--- config.mk ---
export PLATFORM = sky130hd
export DESIGN_NAME = gf_serial_multiplier
export DESIGN_NICKNAME = d
export VERILOG_FILES = /design/src/rtl/gf_serial_multiplier.sv
export SDC_FILE = /design/constraint.sdc
export NUM_CORES = 1
export LEC_CHECK = 0
export BUFFER_PORTS_ARGS = -buffer_cell sky130_fd_sc_hd__buf_4
export CAP_MARGIN = 25
export CELL_PAD_IN_SITES_DETAIL_PLACEMENT = 1
export CELL_PAD_IN_SITES_GLOBAL_PLACEMENT = 1
export CORE_MARGIN = 10
export CORE_UTILIZATION = 35
export DETAILED_ROUTE_END_ITERATION = 10
export GPL_TIMING_DRIVEN = 0
export PLACE_DENSITY = 0.67
export SYNTH_ARGS = -nofsm -noshare
export SYNTH_HDL_FRONTEND = slang
export SYNTH_SLANG_ARGS = --single-unit
--- constraint.sdc ---
create_clock -name clk -period 1.9 [get_ports clk]
set_input_delay 0.57 -clock clk [delete_from_list [all_inputs] [get_ports clk]]
set_output_delay 0.57 -clock clk [all_outputs]
set_load 0.005 [all_outputs]
--- src/rtl/gf_serial_multiplier.sv ---
// Digit-serial GF(2^WIDTH) multiplier, LSB-first, reduced modulo POLY.
// Define GF_MUL_EARLY_TERM_EN to finish as soon as the remaining multiplier is zero.
module gf_serial_multiplier #(
  parameter int unsigned           WIDTH = 8,
  parameter logic [WIDTH-1:0]      POLY  = 8'h1B,
  parameter int unsigned           DIGIT = 1
) (
  input  logic             clk,
  input  logic             rst,
  input  logic             in_valid,
  output logic             in_ready,
  input  logic [WIDTH-1:0] in_a,
  input  logic [WIDTH-1:0] in_b,
  output logic             out_valid,
  input  logic             out_ready,
  output logic [WIDTH-1:0] out_p,
  output logic             busy
);

  localparam int unsigned STEPS = WIDTH / DIGIT;
  localparam int unsigned CW    = $clog2(STEPS + 1);
  localparam logic [CW-1:0] LAST = CW'(STEPS - 1);

  generate
    if ((DIGIT == 0) || (WIDTH % DIGIT != 0)) begin : g_bad_digit
      $error("gf_serial_multiplier: DIGIT must divide WIDTH");
    end
  endgenerate

  typedef enum logic [1:0] {
    IDLE = 2'd0,
    CALC = 2'd1,
    DONE = 2'd2
  } state_t;

  state_t state, state_nx;

  logic [WIDTH-1:0] a, b, acc;
  logic [CW-1:0]    cnt;
  logic [WIDTH-1:0] sa, sb, sacc;
  logic             accept, finish;

  // One cycle's worth of shift-and-add steps
  always_comb begin
    sa   = a;
    sb   = b;
    sacc = acc;
    for (int i = 0; i < int'(DIGIT); i++) begin
      if (sb[0]) sacc = sacc ^ sa;
      sa = (sa << 1) ^ (sa[WIDTH-1] ? POLY : '0);
      sb = sb >> 1;
    end
  end

  assign accept = in_valid && (state == IDLE);

`ifdef GF_MUL_EARLY_TERM_EN
  assign finish = (cnt == LAST) || (sb == '0);
`else
  assign finish = (cnt == LAST);
`endif

  always_ff @(posedge clk or posedge rst) begin
    if (rst) state <= IDLE;
    else     state <= state_nx;
  end

  always_comb begin
    state_nx = state;
    unique case (state)
      IDLE:    if (in_valid) state_nx = CALC;
      CALC:    if (finish) state_nx = DONE;
      DONE:    if (out_ready) state_nx = IDLE;
      default: state_nx = IDLE;
    endcase
  end

  always_ff @(posedge clk or posedge rst) begin
    if (rst) begin
      a     <= '0;
      b     <= '0;
      acc   <= '0;
      cnt   <= '0;
      out_p <= '0;
    end else if (accept) begin
      a   <= in_a;
      b   <= in_b;
      acc <= '0;
      cnt <= '0;
    end else if (state == CALC) begin
      a   <= sa;
      b   <= sb;
      acc <= sacc;
      cnt <= cnt + 1'b1;
      if (finish) out_p <= sacc;
    end
  end

  assign in_ready  = (state == IDLE);
  assign out_valid = (state == DONE);
  assign busy      = (state != IDLE);

endmodule

# ---- Yosys cells after proc, flatten, opt, wreduce, memory -nomap -nowiden
# Index checks and enable logic that the tools add are counted.
# Widths: inputs -> output; s select.
dict set report word_totals {
  ff_bits 38
  latch_bits 0
  ramBits 0
  romBits 0
  input_bits 20
  out_inout_bits 11
  elab_cells 36
  memories 0
}
dict set report op_classes {
  addsub 1
  n_mul 0
  div_mod_pow 0
  n_lt_le_gt_ge 0
  n_eq_ne 6
  n_shift 0
  mux 14
  bitwise_logic 3
  n_reduce_logical 6
}
# cell n
set ops {}
lappend ops {{$mux 8} 7}
lappend ops {{$mux 4} 2}
lappend ops {{$xor 8x5->8} 1}
lappend ops {{$xor 8x8->8} 1}
lappend ops {{$mux 2} 3}
lappend ops {{$pmux 2 s3} 1}
lappend ops {{$reduce_and 3->1} 2}
lappend ops {{$mux 5} 1}
lappend ops {{$add 4x1->4 const B} 1}
lappend ops {{$eq 4x3->1 const B} 1}
lappend ops {{$ne 2x2->1 const B} 2}
lappend ops {{$reduce_bool 2->1} 2}
lappend ops {{$eq 2x1->1 const B} 1}
lappend ops {{$eq 2x2->1 const B} 1}
lappend ops {{$logic_not 2->1} 1}
lappend ops {{$ne 2x1->1 const B} 1}
lappend ops {{$logic_and 1x1->1} 1}
lappend ops {{$not 1->1} 1}

# ---- Logic depth before layout (Yosys ltp)
# Gate-level depths: netlist (run 1).
dict set report logic_depth {
  ltp_word 4
  mapped_depth 5
  mapped_depth_nobuf 4
}

# ---- Least setup slack after synthesis (run 1)
# OpenSTA, ideal clock, no wires.
dict set report synth_path {
  path_kind {flip-flop to output port}
  startpoint {register state[1]}
  endpoint {output port busy}
  arrival_time_ps 1003
  slack_ps 327
  path_stages_with_launch 6
  cell_sequence {dfrtp_1 > buf_6 > buf_4 > buf_2 > nor2_1 > inv_1}
}
dict set report synth_via {
  elab_chain_cells 1
}
# item line
set synth_lines {}
lappend synth_lines {{start, declared} 36} ;# state_t state, state_nx;
lappend synth_lines {{start signal, assigned} 65} ;# else state <= state_nx;
lappend synth_lines {{$reduce_bool 2->1} 101} ;# assign busy = (state != IDLE);
lappend synth_lines {{end, declared} 17} ;# output logic busy
# Every way passes these cells.

# ---- Worst setup path in the final report (run 1)
# Same ends and word-level chain as after synthesis.

==> impl_metrics.csv, run 1 <==
group,metric,value,unit
floorplanning,io-pin-count,31,
sta,fmax,547.0,MHz
sta,hold_viol,0,
synthesis,yosysTopAreaCell,"dfrtp_1",
floorplanning,chipHeight,96.36,um
placed_design,dp_worst_setup_slack,111.3,ps
clock_network,cts.clk_slew.worst_paths,80,ps
critical_path,crit_type,"register to primary output",
critical_path,cp_top_family,"buffers and inverters",
critical_path,arrival,1260,ps
floorplanning,die-area,9285,um2
placed_design,dp_hpwl,3580,um
placed_design,gp_congestion,0.7491,
clock_network,clk-insertion-delay-late,290,ps
job,max-cap-violations,0,
clock_network,root_buffer,"clkbuf_8",
critical_path,worstPathMaxFanout,19,
global_routing,grt_max_degree,39,
floorplanning,fp.dieW,96.36,um
sta,rsz0062_at_grt,"no",
clock_network,cts_buffers,5,
synthesis,synthCells,194,
sta,setup_ws,71.71,ps
critical_path,worst_setup_path_start_kind,"register",
global_routing,grt_pass1_wl,8238,um
sta,hold_ws,451.6,ps
synthesis,ys_ff_latch,38,
clock_network,cts_htree_levels,2,
layout,fin_cells,305,
critical_path,slowest_delay,400,ps
global_routing,grt_pass1_vias,1651,
sta,max-slew-margin-rel,44.81,%
drt,ant_nets,0,
synthesis,ys_seq_area_share,46.60,%
pwr,ir_drop,0.4729,mV
floorplanning,core_area,5574,um2
clock_network,cts.sinks,38,
synthesis,yosysTopAreaCellShare,46.60,%
drt,wl_per_cell,16.41,um
pwr,leakage,1.163,nW
critical_path,critical_path.cell_chain,"buf_8, buf_6, nor2_4, inv_1, buf_4",
global_routing,antenna_found_initial,0,
critical_path,cp_num_buf_inv,4,
drt,vias,1560,
sta,setup_violations,0,
synthesis,syn_avg_cell_area,10.52,um2
run_status,outcome,"completed",
global_routing,grt_usage,11.28,%
critical_path,cp.required,1330,ps
sta,post-route-min-period,1828,ps
synthesis,syn_area,2041,um2
drt,totalWireLength,5004,um
sta,min_period_over_period,96.23,%
clock_network,clock_path_buffers,2,
layout,final_core_util,44.67,%
layout,area_growth_syn_to_layout,22.01,%
drt,firstDrtPassIters,4,
sta,finalClockSkew,6.107,ps
layout,drive_gt1_share,33.05,%
critical_path,cp_slowest_cell,"dfrtp_1",
layout,diodes,0,
synthesis,synth_cell_types,35,
clock_network,postCtsHoldBufs,0,
sta,maxSlewViolCount,0,
synthesis,synth_warnings,0,
floorplanning,start_util,36.61,%
placed_design,dp_cells,296,
synthesis,synthesis.nets,215,
drt,drc,0,
sta,fin_setup_tns,0,ps
floorplanning,rows,27,
synthesis,synth.area.top_cells,"dfrtp_1 47%, mux2_4 5.9%, mux2_2 4.4%",
critical_path,critPathCaptureType,"primary output",
global_routing,grt-ovfl-total,0,
drt,vias_per_cell,5.115,
drt,drtIter0Drc,47,
placed_design,port_buffers,30,
sta,worst_pin_slew,826.7,ps
pwr,powerDensity,1589,nW/um2
clock_network,cts_tree,"yes",
worst_hold_path,hp-class,"input port to async pin",
layout,fin_nets,255,
-- layout make-up --
class	count	area, um2
Sequential cell	38	950.9
Clock buffer	6	82.58
Multi-Input combinational cell	138	979.7
Timing Repair Buffer	34	255.2
Fill cell	633	3084
Tap cell	72	90.09
Inverter	3	11.26
Buffer	14	120.1
-- placed cells by master (no fill, tap or decap), types with 9 or more instances in the layout --
| cell | instances |
|---|---|
| o21ai_0 | 13 |
| dfrtp_1 | 38 |
| nor2_1 | 11 |
| a21oi_1 | 11 |
| nor2b_1 | 10 |
| nand2_1 | 22 |
| buf_4 | 34 |
| a22o_1 | 9 |
-- power by group --
group          switching (mW)  internal, mW
sequential              0.304          1.18
combinational           0.853          1.05
clock                   0.284         0.280
-- registers in the layout, indices dropped and copies added (netlist names) --
register	cells
a	8
state	2
cnt	4
acc	8
out_p	8
b	8
-- Yosys cell counts (all sizes together) --
cell type and number:
nor2 13, a31oi 1, mux2i 2, and3b 4, nor3b 1, inv 3
xnor2 8, a22o 9, nand2b 1, a22oi 8, nand3 2, dfrtp 38
and2 1, clkbuf 4, nand2 22, or2b 1, nand4 1, or3b 1
nor2b 11, ha 1, buf 11, mux2 16, a21oi 11, a21o 1
xor2 3, o21ai 19, o21bai 1
-- logic make-up after synthesis --
| group | count (synthesis) | synth area share (%) |
|---|---|---|
| mux | 18 | 11.28 |
| simple gates | 58 | 14.96 |
| fa+ha+maj | 1 | 0.6130 |
| xor+xnor | 11 | 4.721 |
| compound gates | 50 | 16.06 |
| flops | 38 | 46.60 |
| buf+inv | 18 | 5.763 |
-- worst paths after layout --
path / startpoint / to / slack (ps) / cells after the start
worst max-delay path: state[1] / busy / 70 / 5
worst min-delay path: rst / out_p[2] / 450 / 2
worst max register to register: cnt[0] / out_p[7] / 340 / 5
worst min register to register: cnt[3] / cnt[3] / 480 / 1
max in group asynchronous: rst / b[5] / 930 / 2
min in group clk: in_b[7] / b[7] / 480 / 3
-- per-layer routing --
metal | share of wire (%) | global-route usage [%]
met4 | 0.46 | 2.785
met5 | 0 | 0
met3 | 6.0 | 4.436
met2 | 45 | 17.21
met1 | 48 | 14.61
-- through the flow --
stage	cell area, um2	total power [mW]
after floorplan	2041	2.777
after global placement	2356	3.279
after detailed placement	2356	3.351
after CTS	2450	3.937
after global routing	2490	4.314
final	2490	3.956
-- timing repair --
| item | in CTS | in global routing |
|---|---|---|
| buffers inserted | 0 | 4 |
| hold endpoints to repair | 0 | 0 |
| resized for setup | 6 | 3 |
| setup endpoints to repair | 3 | 1 |
(Power assumes the default switching activity.)
==> run 2: changes to the inputs <==
- clock period: 1.9 -> 1.7 ns (I/O delays scaled with it)
==> impl_metrics.csv, run 2 (synthesis gave the netlist of run 1 again) <==
group,metric,value,unit
clock_network,postCtsHoldBufs,0,
critical_path,crit_type,"register to primary output",
sta,finalClockSkew,9.896,ps
drt,ant_nets,0,
global_routing,grt_pass1_wl,8542,um
placed_design,gp_congestion,0.7491,
critical_path,r2r-end,"out_p[7]",
floorplanning,rows,27,
layout,final_cell_mix,"41 x buf_4, 38 x dfrtp_1, 22 x nand2_1",
layout,layout_commonest_cell,"buf_4",
clock_network,clock_path_buffers,2,
critical_path,critPathCaptureType,"primary output",
layout,drive_gt1_share,35.83,%
floorplanning,io-pin-count,31,
sta,setup_ws,-12.69,ps
sta,hold_viol,0,
drt,wl_per_cell,16.74,um
sta,maxSlewViolCount,0,
sta,max-slew-margin-rel,44.86,%
layout,diodes,0,
global_routing,grt-ovfl-total,0,
layout,fin_nets,262,
critical_path,arrival,1200,ps
pwr,swShare,36.07,%
floorplanning,die-area,9285,um2
clock_network,root_buffer,"clkbuf_8",
critical_path,cp_slowest_cell,"dfrtp_1",
worst_hold_path,hp-class,"input port to async pin",
critical_path,cp.required,1190,ps
clock_network,cts.clk_slew.worst_paths,80,ps
pwr,internal_power,2.917,mW
global_routing,grt_pass1_vias,1665,
pwr,switchingPower,1.646,mW
sta,setup_violations,1,
pwr,leakage,1.212,nW
global_routing,grt_max_degree,39,
drt,vias_per_cell,5.090,
critical_path,cp_num_buf_inv,4,
placed_design,port_buffers,30,
critical_path,r2r_setup_slack,80,ps
pwr,ir_drop,0.5302,mV
critical_path,worstPathMaxFanout,4,
floorplanning,fp.dieW,96.36,um
sta,min_period_over_period,100.7,%
sta,hold_ws,387.3,ps
floorplanning,chipHeight,96.36,um
pwr,clockPowerShare,13.8,%
critical_path,slowest_delay,410,ps
drt,totalWireLength,5224,um
clock_network,cts_buffers,5,
sta,rsz0062_at_grt,"yes",
drt,drc,0,
global_routing,grt_usage,11.78,%
pwr,powerDensity,1777,nW/um2
clock_network,cts.sinks,38,
run_status,violations,"negative setup slack",
placed_design,dp_hpwl,3580,um
pwr,pwr-share-seq,36.5,%
job,max-cap-violations,0,
global_routing,antenna_found_initial,0,
critical_path,worst_setup_path_start_kind,"register",
drt,drtIter0Drc,51,
sta,fmax,583.9,MHz
sta,post-route-min-period,1713,ps
critical_path,cp_top_family,"flip-flops",
sta,worst_pin_slew,825.9,ps
floorplanning,core_area,5574,um2
floorplanning,start_util,36.61,%
clock_network,cts_tree,"yes",
run_status,outcome,"complete, but fails checks",
placed_design,dp_cells,296,
drt,firstDrtPassIters,4,
clock_network,cts_htree_levels,2,
critical_path,critical_path.cell_chain,"buf_12, buf_8, nor2_4, inv_2, buf_6",
clock_network,clk-insertion-delay-late,290,ps
layout,fin_cells,312,
critical_path,r2r_start,"state[1]",
layout,area_growth_syn_to_layout,25.87,%
critical_path,r2r_cells,6,
drt,vias,1588,
pwr,combPwrFrac,49.7,%
layout,final_core_util,46.08,%
run 2: cell types whose count changed in the layout (fill, tap and decap cells not counted):
| cell | previous run | this run |
|---|---|---|
| buf_12 | 1 | 2 |
| buf_4 | 34 | 41 |
| buf_8 | 2 | 1 |
| clkbuf_1 | 3 | 2 |
| clkbuf_16 | 0 | 1 |
| inv_1 | 2 | 1 |
| inv_2 | 1 | 2 |
run 2: power by group through the flow:
stage / Clock [mW] / Sequential, mW / Combinational, mW
final: 0.628 / 1.67 / 2.27
after global placement: 0 / 1.66 / 2.01
after CTS: 0.642 / 1.67 / 2.22
after global routing: 0.694 / 1.73 / 2.55
after floorplan: 0 / 1.60 / 1.50
after detailed placement: 0 / 1.68 / 2.06
run 2: timing repair:
| item | CTS | global route |
|---|---|---|
| setup buffers | 7 | 5 |
| resized for setup | 13 | 0 |
| pin swaps | 1 | 0 |
| endpoints found under the setup margin | 3 | 13 |
run 2: cell type report:
cell class,count,area (um2)
plain buffers,13,135.1
clock buffers,6,82.58
fillers,636,3005
inverters,3,11.26
multi-input cells,138,979.7
flip-flops and latches,38,950.9
well taps,72,90.09
repair buffers,42,319.1
run 2: metal layers:
metal	track usage, %	wire length, um	vias up
met2	17.94	2347	30
met4	2.785	42	0
met3	4.436	308	6
met5	0	0	-
li1	-	-	759
met1	15.45	2525	793
run 2: how the worst max path moves through the flow:
stage / startpoint / endpoint / slack [ps] / cells past startpoint
after CTS: state[1] / busy / -20 / 5
final: state[1] / busy / -10 / 5
after floorplan: state[1] / busy / 190 / 5
after global placement: rst / cnt[3] / -320 / 2
after global routing: state[0] / busy / -80 / 5
after detailed placement: state[1] / busy / -30 / 6
run 2: stage by stage:
| stage | area, um2 | setup TNS (ps) | total power [mW] | worst slack [ps] |
|---|---|---|---|---|
| 2_1_floorplan | 2041 | 0 | 3.104 | 186.9 |
| 3_3_place_gp | 2356 | -11930 | 3.665 | -315.3 |
| 3_5_place_dp | 2356 | -28.75 | 3.745 | -28.75 |
| 4_1_cts | 2535 | -20.50 | 4.533 | -20.50 |
| 5_1_grt | 2569 | -180.6 | 4.967 | -78.32 |
| 6_report | 2569 | -12.69 | 4.564 | -12.69 |
